--- config.mk ---
export PLATFORM = sky130hd
export DESIGN_NAME = fetch_unit
export DESIGN_NICKNAME = d
export VERILOG_FILES = /design/src/rtl/fetch_unit_pkg.sv /design/src/rtl/fetch_queue.sv /design/src/rtl/fetch_unit.sv
export SDC_FILE = /design/constraint.sdc
export NUM_CORES = 1
export LEC_CHECK = 0
export CAP_MARGIN = 10
export CORE_MARGIN = 1.5
export CORE_UTILIZATION = 40
export CTS_BUF_LIST = sky130_fd_sc_hd__clkbuf_4 sky130_fd_sc_hd__clkbuf_8
export CTS_CLUSTER_DIAMETER = 30
export DETAILED_ROUTE_END_ITERATION = 6
export PLACE_DENSITY = 0.73
export SLEW_MARGIN = 10
export SYNTH_ARGS = -nofsm -noshare
export SYNTH_HDL_FRONTEND = slang
export SYNTH_HIERARCHICAL = 1
export SYNTH_SLANG_ARGS = --single-unit
--- constraint.sdc ---
create_clock -name clk -period 3.6 [get_ports clk]
set_clock_uncertainty 0.15 [all_clocks]
set_input_delay 1.08 -clock clk [delete_from_list [all_inputs] [get_ports clk]]
set_output_delay 1.08 -clock clk [all_outputs]
set_load 0.005 [all_outputs]
--- src/rtl/fetch_unit_pkg.sv ---
// Shared definitions for the instruction fetch front-end: fetch-queue entry
// layout and instruction sizing.
package fetch_unit_pkg;

    localparam int unsigned FQ_XLEN     = 32;
    localparam int unsigned ILEN        = 32;
    localparam int unsigned INSTR_BYTES = 4;

    typedef struct packed {
        logic [FQ_XLEN-1:0] pc;
        logic [ILEN-1:0]    data;
        logic               filled;
    } fq_entry_t;

endpackage

--- src/rtl/fetch_queue.sv ---
// In-order fetch queue: entries are reserved at request, filled by responses
// in order, and popped by decode once the head is filled.
module fetch_queue
    import fetch_unit_pkg::*;
#(
    parameter int unsigned FQ_DEPTH = 4,
    parameter int unsigned XLEN     = 32
) (
    input  logic                      clk,
    input  logic                      reset,
    input  logic                      flush,
    input  logic                      reserve,
    input  logic [XLEN-1:0]           reserve_pc,
    input  logic                      fill,
    input  logic [ILEN-1:0]           fill_data,
    input  logic                      pop,
    output logic                      head_valid,
    output logic [XLEN-1:0]           head_pc,
    output logic [ILEN-1:0]           head_data,
    output logic [$clog2(FQ_DEPTH):0] count,
    output logic [$clog2(FQ_DEPTH):0] pending
);

    localparam int unsigned PW = $clog2(FQ_DEPTH);
    localparam int unsigned CW = PW + 1;

    fq_entry_t         entries [FQ_DEPTH];
    logic [PW-1:0]     head;
    logic [PW-1:0]     tail;
    logic [PW-1:0]     fill_ptr;

    assign head_valid = (count != '0) && entries[head].filled;
    assign head_pc    = XLEN'(entries[head].pc);
    assign head_data  = entries[head].data;

    // fill_ptr tracks the oldest reserved-but-unfilled entry
    always_ff @(posedge clk) begin
        if (!reset) begin
            head     <= '0;
            tail     <= '0;
            fill_ptr <= '0;
            count    <= '0;
            pending  <= '0;
        end else if (flush) begin
            head     <= tail;
            fill_ptr <= tail;
            count    <= '0;
            pending  <= '0;
        end else begin
            if (reserve) begin
                entries[tail] <= '{pc: FQ_XLEN'(reserve_pc), data: '0, filled: 1'b0};
                tail          <= tail + PW'(1);
            end
            if (fill) begin
                entries[fill_ptr].data   <= fill_data;
                entries[fill_ptr].filled <= 1'b1;
                fill_ptr                 <= fill_ptr + PW'(1);
            end
            if (pop) begin
                head <= head + PW'(1);
            end
            count   <= count + CW'(reserve) - CW'(pop);
            pending <= pending + CW'(reserve) - CW'(fill);
        end
    end

endmodule

--- src/rtl/fetch_unit.sv ---
// Decoupled instruction fetch: pipelined memory requests, in-order fetch
// queue towards decode, and redirect flush with squashing of stale responses.
module fetch_unit
    import fetch_unit_pkg::*;
#(
    parameter int unsigned XLEN     = 32,
    parameter logic [31:0] RESET_PC = 32'h0000_0000,
    parameter int unsigned FQ_DEPTH = 4
) (
    input  logic            clk,
    input  logic            reset,
    output logic            req_valid,
    input  logic            req_ready,
    output logic [XLEN-1:0] req_addr,
    input  logic            rsp_valid,
    input  logic [31:0]     rsp_data,
    output logic            inst_valid,
    input  logic            inst_ready,
    output logic [31:0]     inst_data,
    output logic [XLEN-1:0] inst_pc,
    input  logic            redirect_valid,
    input  logic [XLEN-1:0] redirect_pc,
    output logic            busy
);

    localparam int unsigned PW = $clog2(FQ_DEPTH);
    localparam int unsigned CW = PW + 1;
    localparam int unsigned SW = CW + 1;

    logic [XLEN-1:0] fetch_pc;
    logic [CW-1:0]   discard;
    logic [CW-1:0]   count;
    logic [CW-1:0]   pending;
    logic            head_valid;
    logic            has_credit;
    logic            fire;
    logic            fill;
    logic            drop;
    logic            pop;

    // Every reserved entry and every response still to be discarded holds a credit
    assign has_credit = (SW'(count) + SW'(discard)) < SW'(FQ_DEPTH);
    assign req_valid  = reset && !redirect_valid && has_credit;
    assign req_addr   = fetch_pc;
    assign fire       = req_valid && req_ready;

    assign drop = rsp_valid && (discard != '0);
    assign fill = rsp_valid && !redirect_valid && (discard == '0) && (pending != '0);

    assign inst_valid = reset && head_valid;
    assign pop        = inst_valid && inst_ready && !redirect_valid;
    assign busy       = reset && ((count != '0) || (discard != '0));

    fetch_queue #(
        .FQ_DEPTH (FQ_DEPTH),
        .XLEN     (XLEN)
    ) u_queue (
        .clk        (clk),
        .reset      (reset),
        .flush      (redirect_valid),
        .reserve    (fire),
        .reserve_pc (fetch_pc),
        .fill       (fill),
        .fill_data  (rsp_data),
        .pop        (pop),
        .head_valid (head_valid),
        .head_pc    (inst_pc),
        .head_data  (inst_data),
        .count      (count),
        .pending    (pending)
    );

    // Redirect turns all unfilled reservations into responses to be dropped
    always_ff @(posedge clk) begin
        if (!reset) begin
            fetch_pc <= XLEN'(RESET_PC);
            discard  <= '0;
        end else if (redirect_valid) begin
            fetch_pc <= redirect_pc & ~XLEN'(INSTR_BYTES - 1);
            discard  <= discard + pending - CW'(rsp_valid);
        end else begin
            if (fire) begin
                fetch_pc <= fetch_pc + XLEN'(INSTR_BYTES);
            end
            if (drop) begin
                discard <= discard - CW'(1);
            end
        end
    end

    a_rsp_expected: assert property (@(posedge clk) disable iff (!reset)
        rsp_valid |-> ((discard != '0) || (pending != '0)));

endmodule

==> impl_metrics.ini <==
[power_and_ir_drop]
total_leakage_power_nw = 6.42
finalPower_mw = 8.51
power_density_nw_per_um2 = 495
peakVddDrop_mv = 0.331

[synthesis]
ys.flop_type = edfxtp_1
netlist_area_um2 = 13400
synth_cells = 859
synth-seq-cells = 307
synth_edf_count = 256
yosys_warnings = 6
synth_cell_types = 62
synth_area_per_cell_um2 = 15.6
ys_seq_area_frac = 0.650
synthArstFlopShare = 0

[layout]
nets = 1177
drive_gt1_frac = 0.229
diodes = 0
syn_to_final_growth_pct = 28.4

[grt]
grt_start_max_net_pins = 38
gr-total-overflow = 0
grt_usage = 0.174
grt_pass1_vias = 8330
antenna_found_initial = 1
grt_pass1_wl_um = 45400

[setup_path]
critPathBufInv = 2
path_class = flip-flop to output port
slowest_delay_ns = 0.57
critPathTopFamily = buffers and inverters
crit_path_end_kind = output port
path_cells = buf_16, mux4_2, clkdlybuf4s50_1
worstSetupStartpointType = flip-flop
cp_max_fo = 29
cp_slowest_cell = mux4_2
cp.arrival_ns = 2.29
crit_required_ns = 2.37

[placed_design]
place.detailed.hpwl_um = 18200
gp_congestion = 0.787
pre_cts_slack_ns = -0.196
io_buffers = 164

[drt]
ant_nets = 0
via_per_inst = 5.15
drcViolationCount = 0
num_vias = 8104
drt_pass1_iterations = 4
finalWirelength_um = 29800
wl_per_cell_um = 18.9
drtIter0Drc = 451

[cts]
cts_inserted_buffers = 66
clock_latency_ns = 0.59
clkTransAtPathRegs_ns = 0.05
clk_path_buf_depth = 3
htree_levels = 3
cts.sinks = 307
root_buffer = clkbuf_8
cts_tree = done

[sta]
timing.fmax_mhz = 284
setup-tns-final_ns = 0
worst_pin_slew_ns = 0.697
rsz0062_at_grt = true
finalCritPeriodShare = 0.979
slew-limit-headroom = 0.534
setup_violations = 0
hold_viol = 0
drv_slew = 0
finalCriticalPeriod_ns = 3.52
worst_slack_ns = 0.0771

[floorplan]
initial_utilization = 0.409
rows = 66
die_x_um = 186
core_um2 = 32800
num_io_pins = 169
dieArea_um2 = 34600
die_h_um = 186

[flow_run]
drv_cap = 0

[outcome]
status = finished, final reports clean

[worst_hold_path]
hold_path_class = flip-flop to flip-flop
metal layers:
metal | vias to the layer above | GRT usage | wire length (um)
met5 | - | 0 | 0
met4 | 0 | 0.0674 | 641
met3 | 52 | 0.0315 | 1750
met2 | 282 | 0.294 | 15100
met1 | 4053 | 0.223 | 12300
li1 | 3717 | - | -
synthesized netlist by cell type (all sizes together) (2+ instances only):
master	number	area, um^2
o311ai	2	17.5
o21ai	18	90.1
mux4	65	1460
or4	3	22.5
nor4b	2	32.5
nor2	18	67.6
a21o	4	30.0
nand4	14	124
mux2i	3	30.0
and2	140	908
nor2b	3	26.3
ha	20	250
o211ai	4	30.0
dfxtp	51	1020
xor2	4	35.0
and4	3	26.3
nand2	34	128
o31a	3	26.3
xnor2	11	96.3
inv	31	116
a21oi	31	155
nor4	8	71.3
nand3	24	130
and3	10	80.1
fa	3	60.1
buf	33	290
edfxtp	256	7690
clkbuf	16	62.6
or3	4	25.0
a31oi	13	81.3
mux2	4	45.0
a22oi	2	15.0
o21a	2	15.0
nor3	8	40.0
stage by stage:
stage	std cells	hold slack, ns	utilization	instance area, um^2
after detailed placement	1456	0.289	0.479	15700
final	1575	0.298	0.525	17200
after global routing	1575	0.314	0.525	17200
after global placement	1456	0.283	0.479	15700
after CTS	1575	0.302	0.523	17100
after floorplan	868	0.270	-	13400
power breakdown:
part | switching [mW] | total (mW) | internal, mW
registers | 0.0698 | 3.94 | 3.87
clock network | 1.62 | 4.00 | 2.38
logic | 0.256 | 0.574 | 0.318
state kept, by name, summed over array words and instances, names as in the netlist, named ones only:
register / count
u_queue/entries: 260
req_addr: 30
discard: 3
u_queue/count: 3
u_queue/pending: 3
u_queue/fill_ptr: 2
u_queue/head: 2
u_queue/tail: 2
area by class of cell:
class                           count  area, um^2
Clock buffer                       79        1030
Clock inverter                     38         403
Fill cell                        2690       15600
Inverter                           32         120
Multi-Input combinational cell    480        4250
Sequential cell                   307        8720
Tap cell                          442         553
Timing Repair Buffer              197        2120
path summary, 6_finish.rpt:
path,to,cells past startpoint,slack [ns],from
worst max-delay path,inst_data[1],3,0.08,flip-flop
worst min-delay path,u_queue/entries[3][0],1,0.30,u_queue/entries[3][0]
worst max register to register,u_queue/entries[0][19],12,0.57,u_queue/count[2]
worst min register to register,u_queue/entries[3][0],1,0.30,u_queue/entries[3][0]
cells in the final DEF, fill, tap and decap left out, types with 11 or more instances in the layout:
cell type / synthesis / routed
dfxtp_1: 51 / 49
buf_4: 5 / 17
edfxtp_1: 256 / 256
inv_1: 30 / 30
and2_2: 26 / 26
nand2_1: 34 / 34
o21ai_0: 17 / 17
nand3_1: 22 / 22
and2_1: 114 / 114
nand4_1: 11 / 11
mux4_2: 65 / 65
dlygate4sd2_1: 0 / 26
ha_1: 20 / 20
clkbuf_8: 0 / 70
nor2_1: 18 / 18
a21oi_1: 31 / 31
dlymetal6s2s_1: 0 / 21
a31oi_1: 13 / 13
buf_12: 0 / 14
clkdlybuf4s50_1: 0 / 117
xnor2_1: 11 / 11
what timing repair did:
item                                    4_1_cts  5_1_grt
pin swaps                                     1        0
hold buffers                                  0        0
endpoints found under the setup margin       31       28
buffers inserted                              2        0
gates resized for setup                      27       22
cells by family after synthesis:
| family | synth area share |
|---|---|
| AO/OA/AOI/OAI | 0.0381 |
| XOR/XNOR | 0.00981 |
| adder cells (fa/ha/maj) | 0.0232 |
| buffers and inverters | 0.0353 |
| flip-flops | 0.650 |
| multiplexers | 0.115 |
| other | 0.000280 |
| AND/OR/NAND/NOR | 0.128 |
Power figures use the tool's default switching activity.
